[config.mk]
export PLATFORM = sky130hd
export DESIGN_NAME = codificador_instrucao_flat
export DESIGN_NICKNAME = d
export VERILOG_FILES = /design/src/rtl/codificador_instrucao_pkg.sv /design/src/rtl/codificador_instrucao_if.sv /design/src/rtl/codificador_instrucao_campos.sv /design/src/rtl/codificador_instrucao.sv /design/src/flat_wrapper.sv
export SDC_FILE = /design/constraint.sdc
export NUM_CORES = 1
export LEC_CHECK = 0
export ABC_CLOCK_PERIOD_IN_PS = 3200
export CAP_MARGIN = 20
export CORE_MARGIN = 2
export CORE_UTILIZATION = 41
export DETAILED_ROUTE_END_ITERATION = 8
export PLACE_DENSITY = 0.77
export SKIP_LAST_GASP = 1
export SLEW_MARGIN = 40
export SYNTH_ARGS = -nofsm -noshare
export SYNTH_HDL_FRONTEND = slang
export SYNTH_SLANG_ARGS = --single-unit
export TNS_END_PERCENT = 50
[constraint.sdc]
create_clock -name clk -period 3.2 [get_ports clk]
set_clock_uncertainty 0.2 [all_clocks]
set_input_delay 0.64 -clock clk [delete_from_list [all_inputs] [get_ports clk]]
set_output_delay 0.64 -clock clk [all_outputs]
set_load 0.005 [all_outputs]
[src/rtl/codificador_instrucao_pkg.sv]
// Shared constants for the instruction encoder: RV32 opcodes, run states and error codes.
package codificador_instrucao_pkg;

  localparam logic [6:0] OP_R      = 7'b0110011;
  localparam logic [6:0] OP_LOAD   = 7'b0000011;
  localparam logic [6:0] OP_STORE  = 7'b0100011;
  localparam logic [6:0] OP_BRANCH = 7'b1100011;

  localparam logic [1:0] ERR_NENHUM = 2'b00;
  localparam logic [1:0] ERR_OPCODE = 2'b01;
  localparam logic [1:0] ERR_IMM    = 2'b10;
  localparam logic [1:0] ERR_IMPAR  = 2'b11;

  typedef enum logic [1:0] {
    OCIOSO  = 2'd0,
    CARGA   = 2'd1,
    ESVAZIA = 2'd2,
    FIM     = 2'd3
  } estado_t;

  // True when every bit above the sign bit of a 'bits'-wide field is a copy of it.
  function automatic logic cabe_com_sinal(input logic [31:0] valor, input int unsigned bits);
    logic [31:0] topo;
    topo = valor >> (bits - 1);
    return (topo == 32'd0) || (topo == (32'hFFFF_FFFF >> (bits - 1)));
  endfunction

endpackage

[src/rtl/codificador_instrucao_if.sv]
// Field-bundle input stream and instruction-memory write port of the encoder.
interface codificador_instrucao_if #(
  parameter int AW = 32
);
  logic          in_valid;
  logic          in_ready;
  logic [6:0]    in_opcode;
  logic [4:0]    in_rd;
  logic [4:0]    in_rs1;
  logic [4:0]    in_rs2;
  logic [2:0]    in_funct3;
  logic [6:0]    in_funct7;
  logic [31:0]   in_imm;
  logic          mem_we;
  logic [AW-1:0] mem_addr;
  logic [31:0]   mem_wdata;
  logic          mem_ready;

  modport master (
    output in_valid, in_opcode, in_rd, in_rs1, in_rs2, in_funct3, in_funct7, in_imm,
    output mem_ready,
    input  in_ready, mem_we, mem_addr, mem_wdata
  );

  modport slave (
    input  in_valid, in_opcode, in_rd, in_rs1, in_rs2, in_funct3, in_funct7, in_imm,
    input  mem_ready,
    output in_ready, mem_we, mem_addr, mem_wdata
  );
endinterface

[src/rtl/codificador_instrucao_campos.sv]
// Combinational packing of decoded fields into an RV32 R/I(load)/S/B word, with immediate checks.
module codificador_campos
  import codificador_instrucao_pkg::*;
(
  input  logic [6:0]  opcode,
  input  logic [4:0]  rd,
  input  logic [4:0]  rs1,
  input  logic [4:0]  rs2,
  input  logic [2:0]  funct3,
  input  logic [6:0]  funct7,
  input  logic [31:0] imm,
  output logic [31:0] palavra,
  output logic [1:0]  err_cod
);

  always_comb begin
    palavra = '0;
    err_cod = ERR_NENHUM;
    case (opcode)
      OP_R: palavra = {funct7, rs2, rs1, funct3, rd, opcode};
      OP_LOAD: begin
        palavra = {imm[11:0], rs1, funct3, rd, opcode};
        if (!cabe_com_sinal(imm, 12)) err_cod = ERR_IMM;
      end
      OP_STORE: begin
        palavra = {imm[11:5], rs2, rs1, funct3, imm[4:0], opcode};
        if (!cabe_com_sinal(imm, 12)) err_cod = ERR_IMM;
      end
      OP_BRANCH: begin
        palavra = {imm[12], imm[10:5], rs2, rs1, funct3, imm[4:1], imm[11], opcode};
        // Parity first: for even offsets the 13-bit signed fit is exactly -4096..4094.
        if (imm[0]) err_cod = ERR_IMPAR;
        else if (!cabe_com_sinal(imm, 13)) err_cod = ERR_IMM;
      end
      default: err_cod = ERR_OPCODE;
    endcase
  end

endmodule

[src/rtl/codificador_instrucao.sv]
// Instruction encoder: consumes num_instr field bundles and writes encoded words from end_base upward.
//   state   | meaning
//   OCIOSO  | idle, waiting for iniciar
//   CARGA   | accepting bundles until num_instr have been consumed
//   ESVAZIA | all bundles consumed, draining the stage register
//   FIM     | one-cycle completion (concluido)
module codificador_instrucao
  import codificador_instrucao_pkg::*;
#(
  parameter int AW = 32,
  parameter int CW = 16
) (
  input  logic                   clk,
  input  logic                   rst_n,
  input  logic                   iniciar,
  input  logic [AW-1:0]          end_base,
  input  logic [CW-1:0]          num_instr,
  codificador_instrucao_if.slave bus,
  output logic                   ocupado,
  output logic                   concluido,
  output logic                   erro,
  output logic [1:0]             erro_cod
);

  estado_t       estado_q, estado_d;
  logic [CW-1:0] num_q, num_d;
  logic [CW-1:0] cont_q, cont_d;
  logic [AW-1:0] end_q, end_d;
  logic          stage_valid_q, stage_valid_d;
  logic [31:0]   stage_palavra_q, stage_palavra_d;
  logic          erro_q, erro_d;
  logic [1:0]    erro_cod_q, erro_cod_d;

  logic [31:0]   palavra;
  logic [1:0]    cod_campos;
  logic          in_ready_int;
  logic          aceita;
  logic          retira;

  codificador_campos u_campos (
    .opcode  (bus.in_opcode),
    .rd      (bus.in_rd),
    .rs1     (bus.in_rs1),
    .rs2     (bus.in_rs2),
    .funct3  (bus.in_funct3),
    .funct7  (bus.in_funct7),
    .imm     (bus.in_imm),
    .palavra (palavra),
    .err_cod (cod_campos)
  );

  assign in_ready_int = (estado_q == CARGA) && (!stage_valid_q || bus.mem_ready);
  assign aceita       = bus.in_valid && in_ready_int;
  assign retira       = stage_valid_q && bus.mem_ready;

  always_comb begin
    estado_d        = estado_q;
    num_d           = num_q;
    cont_d          = cont_q;
    end_d           = end_q;
    stage_valid_d   = stage_valid_q;
    stage_palavra_d = stage_palavra_q;
    erro_d          = erro_q;
    erro_cod_d      = erro_cod_q;

    if (retira) begin
      stage_valid_d = 1'b0;
      end_d         = end_q + AW'(4);
    end

    // A rejected bundle still counts, but leaves the stage register as the retire left it.
    if (aceita) begin
      cont_d = cont_q + CW'(1);
      if (cod_campos != ERR_NENHUM) begin
        erro_d = 1'b1;
        if (!erro_q) erro_cod_d = cod_campos;
      end else begin
        stage_valid_d   = 1'b1;
        stage_palavra_d = palavra;
      end
    end

    case (estado_q)
      OCIOSO: begin
        if (iniciar) begin
          num_d      = num_instr;
          cont_d     = '0;
          end_d      = end_base & ~AW'(3);
          erro_d     = 1'b0;
          erro_cod_d = ERR_NENHUM;
          estado_d   = (num_instr == '0) ? FIM : CARGA;
        end
      end
      CARGA:   if (aceita && (cont_d == num_q)) estado_d = ESVAZIA;
      ESVAZIA: if (!stage_valid_q) estado_d = FIM;
      FIM:     estado_d = OCIOSO;
      default: estado_d = OCIOSO;
    endcase
  end

  always_ff @(posedge clk or negedge rst_n) begin
    if (!rst_n) begin
      estado_q        <= OCIOSO;
      num_q           <= '0;
      cont_q          <= '0;
      end_q           <= '0;
      stage_valid_q   <= 1'b0;
      stage_palavra_q <= '0;
      erro_q          <= 1'b0;
      erro_cod_q      <= ERR_NENHUM;
    end else begin
      estado_q        <= estado_d;
      num_q           <= num_d;
      cont_q          <= cont_d;
      end_q           <= end_d;
      stage_valid_q   <= stage_valid_d;
      stage_palavra_q <= stage_palavra_d;
      erro_q          <= erro_d;
      erro_cod_q      <= erro_cod_d;
    end
  end

  assign bus.in_ready  = in_ready_int;
  assign bus.mem_we    = stage_valid_q;
  assign bus.mem_addr  = end_q;
  assign bus.mem_wdata = stage_palavra_q;
  assign ocupado       = (estado_q != OCIOSO);
  assign concluido     = (estado_q == FIM);
  assign erro          = erro_q;
  assign erro_cod      = erro_cod_q;

endmodule

[src/flat_wrapper.sv]
// flat-port wrapper written by rule: the top's interface ports become plain ports
module codificador_instrucao_flat import codificador_instrucao_pkg::*;
#(
  parameter int AW = 32,
  parameter int CW = 16
)
  (clk, rst_n, iniciar, end_base, num_instr, ocupado, concluido, erro, erro_cod, bus_in_valid, bus_in_opcode, bus_in_rd, bus_in_rs1, bus_in_rs2, bus_in_funct3, bus_in_funct7, bus_in_imm, bus_mem_ready, bus_in_ready, bus_mem_we, bus_mem_addr, bus_mem_wdata);
  codificador_instrucao_if #(.AW(AW)) bus_i ();
  input  logic clk;
  input  logic rst_n;
  input  logic iniciar;
  input  logic [AW-1:0] end_base;
  input  logic [CW-1:0] num_instr;
  output logic ocupado;
  output logic concluido;
  output logic erro;
  output logic [1:0] erro_cod;
  input wire logic [$bits(bus_i.in_valid)-1:0] bus_in_valid;
  input wire logic [$bits(bus_i.in_opcode)-1:0] bus_in_opcode;
  input wire logic [$bits(bus_i.in_rd)-1:0] bus_in_rd;
  input wire logic [$bits(bus_i.in_rs1)-1:0] bus_in_rs1;
  input wire logic [$bits(bus_i.in_rs2)-1:0] bus_in_rs2;
  input wire logic [$bits(bus_i.in_funct3)-1:0] bus_in_funct3;
  input wire logic [$bits(bus_i.in_funct7)-1:0] bus_in_funct7;
  input wire logic [$bits(bus_i.in_imm)-1:0] bus_in_imm;
  input wire logic [$bits(bus_i.mem_ready)-1:0] bus_mem_ready;
  output wire logic [$bits(bus_i.in_ready)-1:0] bus_in_ready;
  output wire logic [$bits(bus_i.mem_we)-1:0] bus_mem_we;
  output wire logic [$bits(bus_i.mem_addr)-1:0] bus_mem_addr;
  output wire logic [$bits(bus_i.mem_wdata)-1:0] bus_mem_wdata;
  assign bus_i.in_valid = bus_in_valid;
  assign bus_i.in_opcode = bus_in_opcode;
  assign bus_i.in_rd = bus_in_rd;
  assign bus_i.in_rs1 = bus_in_rs1;
  assign bus_i.in_rs2 = bus_in_rs2;
  assign bus_i.in_funct3 = bus_in_funct3;
  assign bus_i.in_funct7 = bus_in_funct7;
  assign bus_i.in_imm = bus_in_imm;
  assign bus_i.mem_ready = bus_mem_ready;
  assign bus_in_ready = bus_i.in_ready;
  assign bus_mem_we = bus_i.mem_we;
  assign bus_mem_addr = bus_i.mem_addr;
  assign bus_mem_wdata = bus_i.mem_wdata;
  codificador_instrucao #(.AW(AW), .CW(CW)) u_core (.clk(clk), .rst_n(rst_n), .iniciar(iniciar), .end_base(end_base), .num_instr(num_instr), .bus(bus_i), .ocupado(ocupado), .concluido(concluido), .erro(erro), .erro_cod(erro_cod));
endmodule
==> impl_metrics.csv, run 1 <==
group,metric,value,unit
sta,tns,0,ns
setup_path,critPathTopFamily,"simple AND/OR/NAND/NOR gates",
pwr,power_density,610,nW/um2
sta,whs,0.0681,ns
logic_synthesis,post-synth-top-count-cell,"nand2_1",
sta,max_freq,321,MHz
setup_path,cp.required,3.27,ns
sta,setup_violations,0,
drt,drtPass1Iterations,5,
setup_path,crit_buf_inv,1,
place,post_dp_cell_area,7580,um2
pwr,clkPwrFrac,0.212,
job,cap_violations,0,
logic_synthesis,async_flop_share,1.00,
floorplanning,start_util,0.418,
grt,grt_start_max_net_pins,53,
drt,dr_wl_met3,683,um
floorplanning,die_h,117,um
clock_tree,path_clk_slew,0.07,ns
final_layout,instances_no_fill,965,
place,dp_slack,-0.374,ns
sta,slew_violations,0,
drt,top_layer_used,"met4",
grt,grt_pass1_wl,24800,um
logic_synthesis,yosys_warnings,0,
logic_synthesis,yosys.area.top_type,"dfrtp_1",
sta,layout_min_cycle_time,3.12,ns
final_layout,nFillCells,1072,
place,dp_cells,949,
drt,drc,0,
clock_tree,htree_num_levels,3,
drt,met2_length,7820,um
pwr,power_frac_comb,0.373,
grt,grt_usage,0.221,
drt,drt_iter0_markers,281,
pwr,seqPwrFrac,0.414,
setup_path,crit_type,"reg2reg",
pwr,p_total,4.82,mW
logic_synthesis,synthCells,574,
clock_tree,holdBufCountCts,0,
logic_synthesis,synth.distinct_cells,56,
floorplanning,dieArea,13800,um2
setup_path,crit_chain,"inv_1, ha_2, nand2_1, nor3_4, and3_4, o221a_4, nand4_1, or4_4, o32ai_4, mux2i_1",
sta,max_slew.worst_pin.slew,0.657,ns
logic_synthesis,syn_area,5280,um2
drt,wl_per_cell,15.7,um
sta,relSlewSlack,0.562,
logic_synthesis,synth_ff_type,"dfrtp_1",
sta,finalHoldViolCount,0,
pwr,ir_drop,390,uV
final_layout,multi_input_comb_area,2690,um2
final_layout,fin_area,7910,um2
setup_path,cp_slowest_cell,"or4_4",
floorplanning,core,12600,um2
final_layout,nets,912,
logic_synthesis,ys_seq_area_frac,0.474,
drt,m1WireLength,6230,um
clock_tree,insertion_delay,0.35,ns
clock_tree,ctsRootBufferMaster,"clkbuf_16",
clock_tree,clk_path_buf_depth,2,
sta,fin_ws,0.0820,ns
floorplanning,rows,41,
floorplanning,io_pins,188,
drt,vias_per_cell,5.18,
outcome,status,"complete, no violations",
pwr,leakage,3.37,nW
final_layout,fin_util,0.627,
grt,grt_overflow,0,
final_layout,drive_gt1_frac,0.111,
floorplanning,fp.dieW,117,um
final_layout,final-seq-area,2500,um2
clock_tree,cts-buffers-inserted,9,
clock_tree,clkSinkCount,100,
logic_synthesis,synth_top_cells_by_area,"dfrtp_1 47%, nand2_1 8.5%, xor2_1 5.8%",
setup_path,end_kind,"flop",
drt,ant_nets,0,
setup_path,crit_arrival,3.19,ns
logic_synthesis,synth_common_cells,"119 x nand2_1, 100 x dfrtp_1, 51 x o21ai_0",
clock_tree,cts_tree,"done",
min_path,hold_class,"in2async",
setup_path,cp_max_fo,4,
sta,finalCritPeriodShare,0.974,
pwr,p_int,3.19,mW
final_layout,syn_to_final_growth,49.8,%
place,dpl.hpwl,11700,um
drt,num_vias,4999,
grt,antenna_found_initial,0,
setup_path,startpoint_type,"flop",
logic_synthesis,postSynthAreaPerCell,9.20,um2
pwr,sw_frac_of_total,0.338,
final_layout,antennaDiodeCount,0,
pwr,switchingPower,1.63,mW
logic_synthesis,ys_seq_elements,100,
place,io_buffers,183,
drt,wirelength,15100,um
grt,grt_pass1_vias,5078,
logic_synthesis,synthDominantCellAreaShare,0.474,
logic_synthesis,synth_edf_count,0,
setup_path,max_stage_delay,0.57,ns
place,place.gp.congestion,0.884,
## worst register-to-register path, delay by kind of cell, from the launching register on
kind / cells / cell delay, ns
flops: 1 / 0.41
buf+inv: 1 / 0.13
simple gates: 5 / 1.31
mux: 1 / 0.22
fa+ha+maj: 1 / 0.25
compound gates: 2 / 0.51
## worst paths after layout
check                                                    start                                   end  slack, ns  cells past startpoint
max                             u_core.estado_q[1]$_DFFE_PN0P_        u_core.estado_q[0]$_DFFE_PN0P_       0.08                     10
min                                                      rst_n  u_core.bus.mem_wdata[12]$_DFFE_PN0P_       0.07                      1
max reg2reg                     u_core.estado_q[1]$_DFFE_PN0P_        u_core.estado_q[0]$_DFFE_PN0P_       0.08                     10
min reg2reg                u_core.bus.mem_wdata[0]$_DFFE_PN0P_   u_core.bus.mem_wdata[0]$_DFFE_PN0P_       0.27                      1
max in group asynchronous                                rst_n            u_core.cont_q[2]$_DFF_PN0_       2.01                      2
min in group clk           u_core.bus.mem_wdata[0]$_DFFE_PN0P_   u_core.bus.mem_wdata[0]$_DFFE_PN0P_       0.27                      1
## sequential cells by signal (all words and copies together), names as in the netlist
register              count
u_core.bus.mem_we         1
u_core.cont_q            16
u_core.erro_cod           2
u_core.erro               1
u_core.bus.mem_wdata     32
u_core.num_q             16
u_core.bus.mem_addr      30
u_core.estado_q           2
## placed cells by master (no fill, tap or decap), types with 6 or more instances in the layout
cell,count
a21oi_1,8
a22oi_1,16
and3_1,10
buf_4,43
clkbuf_16,9
clkdlybuf4s50_1,180
dfrtp_1,100
ha_1,6
inv_1,10
mux2_2,11
nand2_1,119
nand3_1,24
nand4_1,15
nor2_1,40
nor4_1,9
o21ai_0,51
xnor2_1,22
xor2_1,34
## cell type report
class	count	share of cell area
Inverter	10	0.00475
Sequential cell	100	0.316
Clock inverter	5	0.00443
Tap cell	172	0.0272
Timing Repair Buffer	227	0.277
Clock buffer	11	0.0307
Multi-Input combinational cell	440	0.340
## cell families (layout without fill, tap and decap cells)
| logic type | Yosys count | after routing | synth area share |
|---|---|---|---|
| XOR/XNOR | 57 | 57 | 0.0946 |
| multiplexers | 17 | 17 | 0.0351 |
| buffers and inverters | 35 | 253 | 0.0275 |
| flip-flops | 100 | 100 | 0.474 |
| AND/OR/NAND/NOR | 258 | 258 | 0.233 |
| adder cells (fa/ha/maj) | 7 | 7 | 0.0166 |
| AO/OA/AOI/OAI | 99 | 99 | 0.119 |
| other | 1 | 2 | 0.000710 |
## power by group through the flow
stage | sequential, mW | combinational [mW] | clock (mW)
floorplan | 1.94 | 0.846 | 0
global placement | 1.99 | 1.72 | 0
detailed placement | 2.01 | 1.78 | 0
CTS | 1.99 | 1.81 | 1.06
global route | 2.05 | 1.97 | 1.11
finish | 2.00 | 1.80 | 1.02
## timing repair
item | CTS | global route
buffers inserted | 0 | 0
pin swaps | 0 | 1
hold endpoints to repair | 0 | 0
endpoints found under the setup margin | 2 | 2
resized for setup | 2 | 9
## layer usage
layer,up-vias,global-route usage
li1,2412,-
met1,2412,0.265
met4,0,0.0753
met5,-,0
met2,138,0.388
met3,37,0.0538
Power figures use the tool's default switching activity.
==> run 2, diff against run 1 <==
PLACE_DENSITY = 0.79   (was 0.77)
==> impl_metrics.csv, run 2 (synthesized netlist as in run 1, its figures left out) <==
group,metric,value,unit
clock_tree,insertion_delay,0.35,ns
setup_path,end_kind,"flop",
floorplanning,core,12600,um2
floorplanning,die_h,117,um
pwr,seqPwrFrac,0.399,
final_layout,syn_to_final_growth,51.2,%
setup_path,crit_type,"reg2reg",
setup_path,r2r-start,"u_core.estado_q[1]$_DFFE_PN0P_",
pwr,ir_drop,406,uV
pwr,clkPwrFrac,0.241,
pwr,leakage,3.40,nW
setup_path,r2r_slack,0.11,ns
sta,relSlewSlack,0.553,
job,cap_violations,0,
setup_path,startpoint_type,"flop",
sta,layout_min_cycle_time,3.09,ns
clock_tree,holdBufCountCts,0,
place,io_buffers,183,
grt,grt_pass1_wl,25300,um
clock_tree,clk_path_buf_depth,2,
drt,vias_per_cell,5.21,
clock_tree,clkSinkCount,100,
final_layout,antennaDiodeCount,0,
clock_tree,cts-buffers-inserted,9,
grt,grt_usage,0.226,
floorplanning,dieArea,13800,um2
pwr,p_total,5.01,mW
final_layout,final_cell_mix,"180 x clkdlybuf4s50_1, 119 x nand2_1, 100 x dfrtp_1",
floorplanning,io_pins,188,
drt,num_vias,5020,
setup_path,crit_arrival,3.15,ns
min_path,hold_class,"in2async",
drt,drc,0,
drt,wirelength,15200,um
final_layout,fin_area,7980,um2
drt,drtPass1Iterations,4,
pwr,p_int,3.35,mW
sta,slew_violations,0,
clock_tree,path_clk_slew,0.07,ns
final_layout,nets,911,
sta,max_freq,324,MHz
pwr,power_frac_comb,0.359,
clock_tree,ctsRootBufferMaster,"clkbuf_16",
grt,grt_overflow,0,
floorplanning,fp.dieW,117,um
sta,setup_violations,0,
floorplanning,rows,41,
drt,drt_iter0_markers,283,
setup_path,r2r_cells,10,
clock_tree,cts_tree,"done",
sta,max_slew.worst_pin.slew,0.671,ns
setup_path,cp.required,3.27,ns
setup_path,cp_max_fo,4,
pwr,sw_frac_of_total,0.331,
place,dpl.hpwl,11400,um
sta,tns,0,ns
pwr,switchingPower,1.66,mW
sta,finalCritPeriodShare,0.964,
place,post_dp_cell_area,7570,um2
grt,antenna_found_initial,0,
outcome,status,"complete, no violations",
clock_tree,htree_num_levels,3,
drt,ant_nets,0,
final_layout,largest_reg_flops,32,
grt,grt_start_max_net_pins,73,
drt,wl_per_cell,15.8,um
sta,fin_ws,0.114,ns
sta,finalHoldViolCount,0,
pwr,power_density,627,nW/um2
final_layout,final_common_cell,"clkdlybuf4s50_1",
place,place.gp.congestion,0.899,
grt,grt_pass1_vias,5042,
final_layout,drive_gt1_frac,0.111,
setup_path,r2r_end,"u_core.estado_q[1]$_DFFE_PN0P_",
place,dp_slack,-0.482,ns
floorplanning,start_util,0.418,
sta,whs,0.117,ns
==> run 2: changes by cell type in the layout (fill, tap and decap cells not counted), sizes merged <==
cell    delta
inv        +1
bufinv     +2
buf        -1
clkbuf     -1
clkinv     -2
==> run 2: critical path, cell delays in order, from the launching register on <==
cell and delay [ns]:
dfrtp_1 0.42, inv_2 0.10, ha_1 0.17, nand2_1 0.14, nor4_4 0.34, nand3_2 0.14
a32oi_2 0.18, o211ai_1 0.13, or4_1 0.58, o32ai_4 0.35, mux2i_1 0.24
==> run 2: worst max path at each step <==
stage | slack (ns) | to | start | cells after the start
final | 0.11 | u_core.estado_q[1]$_DFFE_PN0P_ | u_core.estado_q[1]$_DFFE_PN0P_ | 10
after global routing | -0.01 | u_core.estado_q[0]$_DFFE_PN0P_ | u_core.estado_q[1]$_DFFE_PN0P_ | 10
after CTS | 0.01 | u_core.estado_q[1]$_DFFE_PN0P_ | bus_mem_ready | 9
after detailed placement | -0.48 | u_core.estado_q[1]$_DFFE_PN0P_ | bus_mem_ready | 9
after global placement | -0.32 | u_core.estado_q[0]$_DFFE_PN0P_ | bus_mem_ready | 9
after floorplan | 0.23 | u_core.bus.mem_wdata[12]$_DFFE_PN0P_ | bus_in_opcode[3] | 9
==> run 2: metrics by stage <==
step / instances / utilization
4_1_cts: 961 / 0.628
3_3_place_gp: 945 / 0.600
2_1_floorplan: 575 / -
5_1_grt: 964 / 0.632
3_5_place_dp: 945 / 0.600
6_report: 964 / 0.632
==> run 2: power groups by stage <==
stage	registers (mW)	logic, mW	clock network [mW]
finish	2.00	1.80	1.21
detailed placement	2.01	1.77	0
CTS	1.99	1.80	1.24
floorplan	1.94	0.846	0
global placement	1.99	1.72	0
global route	2.05	1.98	1.29
==> run 2: cell type report <==
cell class                 count  area (um2)
fill                        1047        4640
multi-input combinational    440        2690
sequential                   100        2500
timing repair buffer         226        2210
clock buffer                  10         239
tap                          172         215
clock inverter                 6        93.8
inverter                      10        37.5
==> run 2: layer usage <==
layer,global-route usage,wire length (um)
met1,0.269,6080
met2,0.397,7990
met3,0.0552,738
met4,0.0821,393
met5,0,0
==> run 2: timing repair <==
| item | CTS | global route |
|---|---|---|
| endpoints found under the setup margin | 2 | 2 |
| endpoints found under the hold margin | 0 | 0 |
| pin swaps | 1 | 2 |
| buffers inserted | 0 | 3 |
| resized for setup | 3 | 8 |
